--- src/rtl/mux_nto1_scan.sv ---
// mux_nto1_scan: N-to-1 registered channel multiplexer with a ready/valid
// output stage. Manual mode forwards one selected channel per request; scan
// mode freezes all inputs into a snapshot and emits every channel in order,
// honouring downstream backpressure.
module mux_nto1_scan #(
  parameter  int N    = 16,
  parameter  int W    = 1,
  localparam int SELW = $clog2(N)
) (
  input  logic            clk,
  input  logic            reset,
  input  logic [N*W-1:0]  In,
  input  logic [SELW-1:0] sel,
  input  logic            mode,
  input  logic            in_valid,
  output logic            in_ready,
  input  logic            start,
  output logic [W-1:0]    MuxOut,
  output logic [SELW-1:0] out_sel,
  output logic            out_valid,
  input  logic            out_ready,
  output logic            busy,
  output logic            scan_done
);

  typedef enum logic [1:0] {
    IDLE = 2'd0,
    SCAN = 2'd1,
    DONE = 2'd2
  } state_t;

  // Scan index is one bit wider than a channel index so the last increment
  // (to N) never wraps back onto channel 0.
  localparam logic [SELW:0] LAST_CNT = (SELW+1)'(N - 1);

  state_t          state_r;
  state_t          state_nxt_s;
  logic [SELW:0]   cnt_r;
  logic [N*W-1:0]  snap_r;
  logic [W-1:0]    muxout_r;
  logic [SELW-1:0] out_sel_r;
  logic            out_valid_r;
  logic            busy_r;
  logic            scan_done_r;

  logic            load_s;
  logic            in_ready_s;
  logic            manual_take_s;
  logic            scan_take_s;
  logic            start_scan_s;
  logic [W-1:0]    item_data_s;
  logic [SELW-1:0] item_sel_s;
  logic [SELW-1:0] cnt_idx_s;

  // FSM state register.
  always_ff @(posedge clk) begin
    if (reset) begin
      state_r <= IDLE;
    end else begin
      state_r <= state_nxt_s;
    end
  end

  // FSM next-state: a scan only advances to DONE when the last channel is loaded.
  always_comb begin
    state_nxt_s = state_r;
    case (state_r)
      IDLE: begin
        if (start_scan_s) begin
          state_nxt_s = SCAN;
        end else begin
          state_nxt_s = IDLE;
        end
      end
      SCAN: begin
        if (load_s && (cnt_r == LAST_CNT)) begin
          state_nxt_s = DONE;
        end else begin
          state_nxt_s = SCAN;
        end
      end
      DONE:    state_nxt_s = IDLE;
      default: state_nxt_s = IDLE;
    endcase
  end

  // FSM output decode: handshake strobes and the item to be loaded this cycle.
  always_comb begin
    load_s        = !out_valid_r || out_ready;
    in_ready_s    = (state_r == IDLE) && !mode && load_s;
    manual_take_s = in_ready_s && in_valid;
    scan_take_s   = (state_r == SCAN) && load_s;
    start_scan_s  = (state_r == IDLE) && mode && start;
    cnt_idx_s     = cnt_r[SELW-1:0];
    if (scan_take_s) begin
      item_data_s = snap_r[int'(cnt_idx_s)*W +: W];
      item_sel_s  = cnt_idx_s;
    end else begin
      item_data_s = In[int'(sel)*W +: W];
      item_sel_s  = sel;
    end
  end

  // Datapath: snapshot capture, scan counter and the registered output stage.
  always_ff @(posedge clk) begin
    if (reset) begin
      snap_r      <= '0;
      cnt_r       <= '0;
      muxout_r    <= '0;
      out_sel_r   <= '0;
      out_valid_r <= 1'b0;
      busy_r      <= 1'b0;
      scan_done_r <= 1'b0;
    end else begin
      if (start_scan_s) begin
        snap_r <= In;
        cnt_r  <= '0;
      end else if (scan_take_s) begin
        cnt_r <= cnt_r + (SELW+1)'(1);
      end
      if (manual_take_s || scan_take_s) begin
        muxout_r    <= item_data_s;
        out_sel_r   <= item_sel_s;
        out_valid_r <= 1'b1;
      end else if (out_ready) begin
        out_valid_r <= 1'b0;
      end
      // Status flags are registered copies of the upcoming state.
      busy_r      <= (state_nxt_s == SCAN);
      scan_done_r <= (state_nxt_s == DONE);
    end
  end

  assign in_ready  = in_ready_s;
  assign MuxOut    = muxout_r;
  assign out_sel   = out_sel_r;
  assign out_valid = out_valid_r;
  assign busy      = busy_r;
  assign scan_done = scan_done_r;

endmodule

--- config.mk ---
export PLATFORM = sky130hd
export DESIGN_NAME = mux_nto1_scan
export DESIGN_NICKNAME = d
export VERILOG_FILES = /design/src/rtl/mux_nto1_scan.sv
export SDC_FILE = /design/constraint.sdc
export NUM_CORES = 1
export LEC_CHECK = 0
export CAP_MARGIN = 10
export CORE_ASPECT_RATIO = 0.9
export CORE_UTILIZATION = 49
export CTS_BUF_LIST = sky130_fd_sc_hd__clkbuf_4 sky130_fd_sc_hd__clkbuf_8
export DETAILED_ROUTE_END_ITERATION = 10
export GPL_ROUTABILITY_DRIVEN = 1
export GPL_TIMING_DRIVEN = 0
export PLACE_DENSITY = 0.78
export SYNTH_ARGS = -nofsm -noshare
export SYNTH_HDL_FRONTEND = slang
export SYNTH_SLANG_ARGS = --single-unit
export TNS_END_PERCENT = 50
--- constraint.sdc ---
create_clock -name clk -period 4.3 [get_ports clk]
set_input_delay 0.86 -clock clk [delete_from_list [all_inputs] [get_ports clk]]
set_output_delay 0.86 -clock clk [all_outputs]
set_load 0.05 [all_outputs]
==> results.txt, run 1 <==
----------------------------------------------------
[Outcome]
  Result of the run ... finished clean

[Clocking]
  Max H-tree Level ... 2
  Clock Tree Root ... clkbuf_4
  Number of gates given a new drive strength after cts ... 0
  Total setup buffers inserted after CTS ... 0
  Total clock buffers created by CTS ... 5
  Hold buffers post-CTS ... 0
  Clk Latency, worst-skew pair ... 330 ps
  Clock tree from TritonCTS ... built
  Buffers from clock root to sink, at most ... 2
  Total clock sinks ... 31
  Post-CTS clock slew at the launch and capture registers of the worst setup and hold paths ... 100 ps

[Worst setup path]
  Category of the critical setup timing path ... primary input to output pin
  Worst r2r path cells ... 5
  Biggest cell delay along the critical path ... 790 ps
  Arrival @ worst endpoint ... 2680 ps
  Crit path cell chain ... clkdlybuf4s50_1 -> nand2b_1 -> clkbuf_1 -> and2_1 -> clkdlybuf4s50_1
  Element type at the critical path start ... primary input
  Most prevalent standard cell on the critical path ... clkdlybuf4s50_1
  Worst Setup End Kind ... output pin
  Critical Path Slowest Stage Cell ... clkdlybuf4s50_1
  Critical Path RT ... 3440 ps
  CP max FO ... 9

[Layout]
  Area of combinational cells with multiple inputs ... 790.8 sq um
  Number of inserted filler cells in the final layout ... 244
  Sequential standard cell area ... 620.6 sq um
  Ant diodes ... 0
  Number of nets in the layout ... 230
  Signed area change from the synthesized netlist to the final layout ... 30.20%
  Ratio of cells with drive above 1 in the final layout ... 8.374%
  Final Non-Filler Cells ... 243

[Power and ir drop]
  Clock network fraction of design power ... 31.8%
  Internal ... 0.0004582 W
  Psw ... 0.0001699 W
  Proportion of power drawn by flip-flops and latches ... 49.0%
  Net switching share of the total power ... 27.05%
  Max IR drop VDD ... 232.1 uV
  Comb pwr share ... 19.1%
  Leak Pwr ... 0.6807 nW
  Power density relative to cell area ... 328.9 nW/um^2

[GRT]
  Via count of the first global-routing pass ... 1227
  Wire length of the first global-routing pass ... 5623 um
  GR Overflow Total ... 0
  Initial antenna violation count ... 0
  Maximum number of pins on one net before global-route repair ... 11
  Global-route usage over all layers ... 24.65%

[Drt]
  Antenna Nets Post-Route ... 0
  Avg Vias per Cell ... 5.436
  Overall via count from detail_route ... 1321
  First DRT Iteration DRCs ... 60
  Detailed-route wire length per cell ... 14.38 um
  Number of remaining DRC errors ... 0
  Total wire length after detailed routing ... 3494 um
  1st-pass router iterations ... 4

[Placed design]
  # placed instances ... 235
  HPWL after DPL ... 2704 um
  Port-buffer cells ... 32
  Placer's final routability congestion estimate ... 0.8249

[Timing]
  Final clock skew ... 4.414 ps
  Slew at the pin closest to its max-slew limit ... 502.4 ps
  Setup violations, final ... 0
  Period utilization ... 82.41%
  Number of slew-limit violations in the final report ... 0
  Hold Vio Cnt, Final ... 0
  Unrepaired setup endpoints after global routing ... no
  Final-layout setup total negative slack ... 0 ps
  Highest clock rate ... 0.2822 GHz
  Relative max-transition margin ... 66.40%
  Final critical-path required period ... 3543 ps

[Synthesis]
  FF+latch count, synth ... 31
  Cell count after synthesis ... 163
  Fraction of the yosys area taken by sequential cells ... 42.32%
  Syn Std Cell Area ... 1466 sq um
  Synthesized Nets ... 191
  Primary FF master, synth ... dfxtp_1
  Synth Warn # ... 0
  Number of flops mapped to enable cells by yosys ... 0
  Mean area per synthesized cell ... 8.996 sq um
  Share of flip-flops with an asynchronous set or reset ... 0%
  Number of distinct library cell variants in the gate-level netlist after synthesis ... 32

[Floorplan]
  Site row count ... 18
  Top-level I/O count ... 35
  Placeable Area ... 2793 sq um
  Width of the chip ... 59.67 um
  Vertical die dimension ... 53.90 um
  Total die area ... 3216 sq um
  Starting density of the core ... 52.51%

[Flow run]
  Reported max-cap violation count ... 0

[Hold path]
  WHS Path Cells ... 2
  Type of the tightest min-delay check ... flop to flop

----------------------------------------------------
-- cell usage after synthesis (2+ instances only) --
library cell	n	area [sq um]
nand2_1	38	142.6
dfxtp_1	31	620.6
a21oi_1	20	100.1
nor2_1	10	37.54
nand3_1	9	45.04
clkbuf_1	8	30.03
mux2i_1	4	40.04
mux4_1	4	105.1
and3_1	3	18.77
mux4_2	3	67.56
nand2b_1	3	18.77
a22oi_1	2	15.01
a31oi_1	2	12.51
and2_1	2	12.51
buf_2	2	10.01
ha_1	2	25.02
nor2b_1	2	12.51
nor3_1	2	10.01
nor3b_1	2	15.01
xor2_1	2	17.52
-- layer usage --
layer	up-vias	GRT usage, %	wire length, um
li1	653	-	-
met1	617	28.90	1490
met2	45	42.59	1777
met3	6	9.135	203
met4	0	6.589	23
met5	-	0	0
-- cell type report --
type,count,area share (%)
plain buffers,11,2.687
clock buffers,8,3.801
flip-flops and latches,31,32.50
well taps,40,2.621
repair buffers,32,16.78
multi-input cells,120,41.42
inverters,1,0.1966
-- metrics by stage --
step / setup WS (ps) / power, W / util (%) / hold WS, ps / area [sq um]
after CTS: 754.6 / 0.0006294 / 68.37 / 461.3 / 1909
after detailed placement: 758.3 / 0.0004348 / 65.77 / 449.0 / 1837
final: 756.6 / 0.0006280 / 68.37 / 462.8 / 1909
after global routing: 675.9 / 0.0006580 / 68.37 / 491.3 / 1909
after global placement: 787.0 / 0.0004313 / 65.77 / 441.5 / 1837
after floorplan: 1803 / 0.0003851 / - / 433.1 / 1466
-- path summary, 6_finish.rpt --
| kind | from | to | slack (ps) |
|---|---|---|---|
| setup / recovery | out_ready | in_ready | 760 |
| hold / removal | snap_r[6] | snap_r[6] | 460 |
| setup reg to reg | cnt_r[0] | MuxOut | 2590 |
| hold reg to reg | snap_r[6] | snap_r[6] | 460 |
-- sequential cells by signal, indices dropped and copies added, names as in the netlist --
signal / cells
snap_r: 16
state_r: 2
busy: 1
scan_done: 1
out_sel: 4
MuxOut: 1
cnt_r: 5
out_valid: 1
-- cell families after synthesis --
logic type      after synthesis  share of synthesized area [%]
compound gates               29                          12.20
buf+inv                      12                          3.754
mux                          12                          15.27
flops                        31                          42.32
simple gates                 74                          22.95
xor+xnor                      3                          1.792
fa+ha+maj                     2                          1.706
-- power groups by stage --
stage | sequential (W) | clock [W] | combinational [W]
finish | 0.000308 | 0.000200 | 0.000120
global placement | 0.000314 | 0 | 0.000118
global route | 0.000309 | 0.000218 | 0.000130
floorplan | 0.000328 | 0 | 0.0000569
detailed placement | 0.000314 | 0 | 0.000120
CTS | 0.000308 | 0.000201 | 0.000121
-- critical path: cells and delay by family --
kind / cells / cell delay (ps)
buffers and inverters: 3 / 1540
and+or+nand+nor: 2 / 280
-- placed cells by master, fill, tap and decap left out, types with 3 or more instances in the layout --
cell             netlist  layout
and3_1                 3       3
mux2i_1                4       4
clkbuf_1               8       8
mux4_1                 4       4
nand2_1               38      38
dfxtp_1               31      31
a21oi_1               20      20
clkdlybuf4s50_1        0      32
mux4_2                 3       3
nand3_1                9       9
clkbuf_4               0       6
nor2_1                10      10
nand2b_1               3       3
Power figures use the tool's default switching activity.
==> run 2, diff against run 1 <==
--- a/config.mk
+++ b/config.mk
@@ -7,12 +7,12 @@
 export LEC_CHECK = 0
 export CAP_MARGIN = 10
 export CORE_ASPECT_RATIO = 0.9
-export CORE_UTILIZATION = 49
+export CORE_UTILIZATION = 46
 export CTS_BUF_LIST = sky130_fd_sc_hd__clkbuf_4 sky130_fd_sc_hd__clkbuf_8
 export DETAILED_ROUTE_END_ITERATION = 10
 export GPL_ROUTABILITY_DRIVEN = 1
 export GPL_TIMING_DRIVEN = 0
-export PLACE_DENSITY = 0.78
+export PLACE_DENSITY = 0.77
 export SYNTH_ARGS = -nofsm -noshare
 export SYNTH_HDL_FRONTEND = slang
 export SYNTH_SLANG_ARGS = --single-unit
==> constraint.sdc (replaced) <==
create_clock -name clk -period 3.1 [get_ports clk]
set_input_delay 0.62 -clock clk [delete_from_list [all_inputs] [get_ports clk]]
set_output_delay 0.62 -clock clk [all_outputs]
set_load 0.05 [all_outputs]
==> run 2 against run 1 <==
Die area is 6.3% higher; first-iteration DRC count is 15% lower; hold slack worse by 3.6 ps; final cell count is 0.82% higher; critical path type unchanged; largest cell class unchanged.
==> results.txt, run 2 (same netlist as run 1, synthesis figures left out) <==
----------------------------------------------------
[GRT]
  Global-route usage over all layers ... 23.21% (-1.4 points)
  Wire length of the first global-routing pass ... 5754 um (+2.3%)
  GR Overflow Total ... 0 (unchanged)
  Initial antenna violation count ... 0 (unchanged)
  Maximum number of pins on one net before global-route repair ... 11 (unchanged)
  Via count of the first global-routing pass ... 1293 (+5.4%)

[Layout]
  Commonest cells after routing, fill and taps aside ... nand2_1, dfxtp_1, clkdlybuf4s50_1
  Largest register FFs ... 16 (unchanged)
  Signed area change from the synthesized netlist to the final layout ... 32.76%
  Commonest non-fill, non-tap cell in the layout ... nand2_1
  Ant diodes ... 0 (unchanged)
  Ratio of cells with drive above 1 in the final layout ... 8.374% (unchanged)
  Post-Route Utilization ... 63.98% (-4.4 points)
  Number of nets in the layout ... 230 (unchanged)
  Register with the most flip-flops ... snap_r

[Timing]
  Final clock skew ... 11.35 ps (+6.932 ps)
  Period utilization ... 86.90%
  Highest clock rate ... 0.3712 GHz
  Number of slew-limit violations in the final report ... 0 (unchanged)
  Final critical-path required period ... 2694 ps
  Unrepaired setup endpoints after global routing ... no
  Final-layout setup total negative slack ... 0 ps (unchanged)
  Slew at the pin closest to its max-slew limit ... 505.5 ps (+3.078 ps)
  Setup violations, final ... 0 (unchanged)
  Hold Vio Cnt, Final ... 0 (unchanged)
  Relative max-transition margin ... 66.19% (-0.21 points)

[Clocking]
  Hold buffers post-CTS ... 0 (unchanged)
  Total clock sinks ... 31 (unchanged)
  Post-CTS clock slew at the launch and capture registers of the worst setup and hold paths ... 80 ps (-20 ps)
  Buffers from clock root to sink, at most ... 2 (unchanged)
  Max H-tree Level ... 2 (unchanged)
  Clk Latency, worst-skew pair ... 340 ps (about the same)
  Clock Tree Root ... clkbuf_4
  Total clock buffers created by CTS ... 5 (unchanged)
  Total setup buffers inserted after CTS ... 0 (unchanged)
  Clock tree from TritonCTS ... built
  Number of gates given a new drive strength after cts ... 0 (unchanged)

[Drt]
  Detailed route wirelength on metal2 ... 1732 um (-2.5%)
  Avg Vias per Cell ... 5.506 (+1.3%)
  Wl on met1 ... 1447 um (-2.9%)
  Total wire length after detailed routing ... 3483 um (-0.31%)
  First DRT Iteration DRCs ... 51 (-15%)
  Met3 routed WL ... 259 um (+28%)
  1st-pass router iterations ... 4 (unchanged)
  Number of remaining DRC errors ... 0 (unchanged)
  Highest routed layer ... met4
  Overall via count from detail_route ... 1349 (+2.1%)
  Antenna Nets Post-Route ... 0 (unchanged)
  Detailed-route wire length per cell ... 14.22 um (-1.1%)

[Floorplan]
  Top-level I/O count ... 35 (unchanged)
  Starting density of the core ... 48.19% (-4.3 points)
  Placeable Area ... 3043 sq um (+9.0%)
  Site row count ... 19 (+1)
  Vertical die dimension ... 55.57 um (+3.1%)
  Width of the chip ... 61.52 um (+3.1%)
  Total die area ... 3418 sq um (+6.3%)

[Flow run]
  Reported max-cap violation count ... 0 (unchanged)

[Worst setup path]
  Worst Setup End Kind ... output pin
  Biggest cell delay along the critical path ... 480 ps (-310 ps)
  Arrival @ worst endpoint ... 2070 ps (-610 ps)
  Critical path's top delay family ... buffers and inverters
  Critical Path RT ... 2480 ps (-960 ps)
  Total buffers and inverters traversed by the critical path ... 3 (unchanged)
  Element type at the critical path start ... primary input
  CP max FO ... 9 (unchanged)
  Category of the critical setup timing path ... primary input to output pin
  Critical Path Slowest Stage Cell ... clkdlybuf4s50_1
  Crit path cell chain ... clkdlybuf4s50_1 -> nand2b_1 -> clkbuf_1 -> and2_1 -> dlymetal6s2s_1

[Placed design]
  HPWL after DPL ... 2710 um (+0.23%)
  Port-buffer cells ... 32 (unchanged)
  Placer's final routability congestion estimate ... 0.8506 (+3.1%)

[Power and ir drop]
  Leak Pwr ... 0.7062 nW (+3.7%)
  Final Power ... 0.0009928 W (+58%)
  Power density relative to cell area ... 510.0 nW/um^2 (+55%)
  Max IR drop VDD ... 276.3 uV (+19%)

[Hold path]
  Type of the tightest min-delay check ... flop to flop

[Outcome]
  Result of the run ... finished clean

----------------------------------------------------
## run 2: power by group
part           total [W]  internal (W)  leakage (nW)  switching [W]
Clock           0.000398      0.000260        0.0559       0.000137
Combinational   0.000168     0.0000763         0.398      0.0000918
Sequential      0.000427      0.000417         0.253     0.00000991
## run 2: path summary, 6_finish.rpt
check,start,to,slack (ps),cells after the start
min reg2reg,snap_r[12],snap_r[12],460,2
max,out_ready,in_ready,410,5
max reg2reg,cnt_r[0],MuxOut,1400,5
min,snap_r[12],snap_r[12],460,2
## run 2: final cells by class
class / instances / area [sq um]
Buffer: 11 / 51.30
Clock buffer: 6 / 45.04
Clock inverter: 2 / 60.06
Fill cell: 293 / 1096
Inverter: 1 / 3.754
Multi-Input combinational cell: 120 / 790.8
Sequential cell: 31 / 620.6
Tap cell: 42 / 52.55
Timing Repair Buffer: 32 / 322.8
## run 2: tightest hold or removal path, cell delays in order, from the launching register on
cell	delay [ps]
dfxtp_1	310
nand2_1	50
a21oi_1	50
## run 2: layer usage
metal / vias up / track usage (%)
met5: - / 0
met4: 0 / 7.302
met3: 5 / 7.963
met2: 51 / 37.48
met1: 638 / 28.55
li1: 655 / -
## run 2: stage by stage
step / hold WS (ps) / instance area [sq um] / worst slack (ps) / std cells
finish: 459.2 / 1947 / 406.2 / 245
global route: 487.1 / 1947 / 322.4 / 245
CTS: 461.9 / 1944 / 20.12 / 245
detailed placement: 449.8 / 1839 / 26.00 / 237
global placement: 442.2 / 1839 / 68.95 / 237
floorplan: 433.1 / 1466 / 1083 / 163
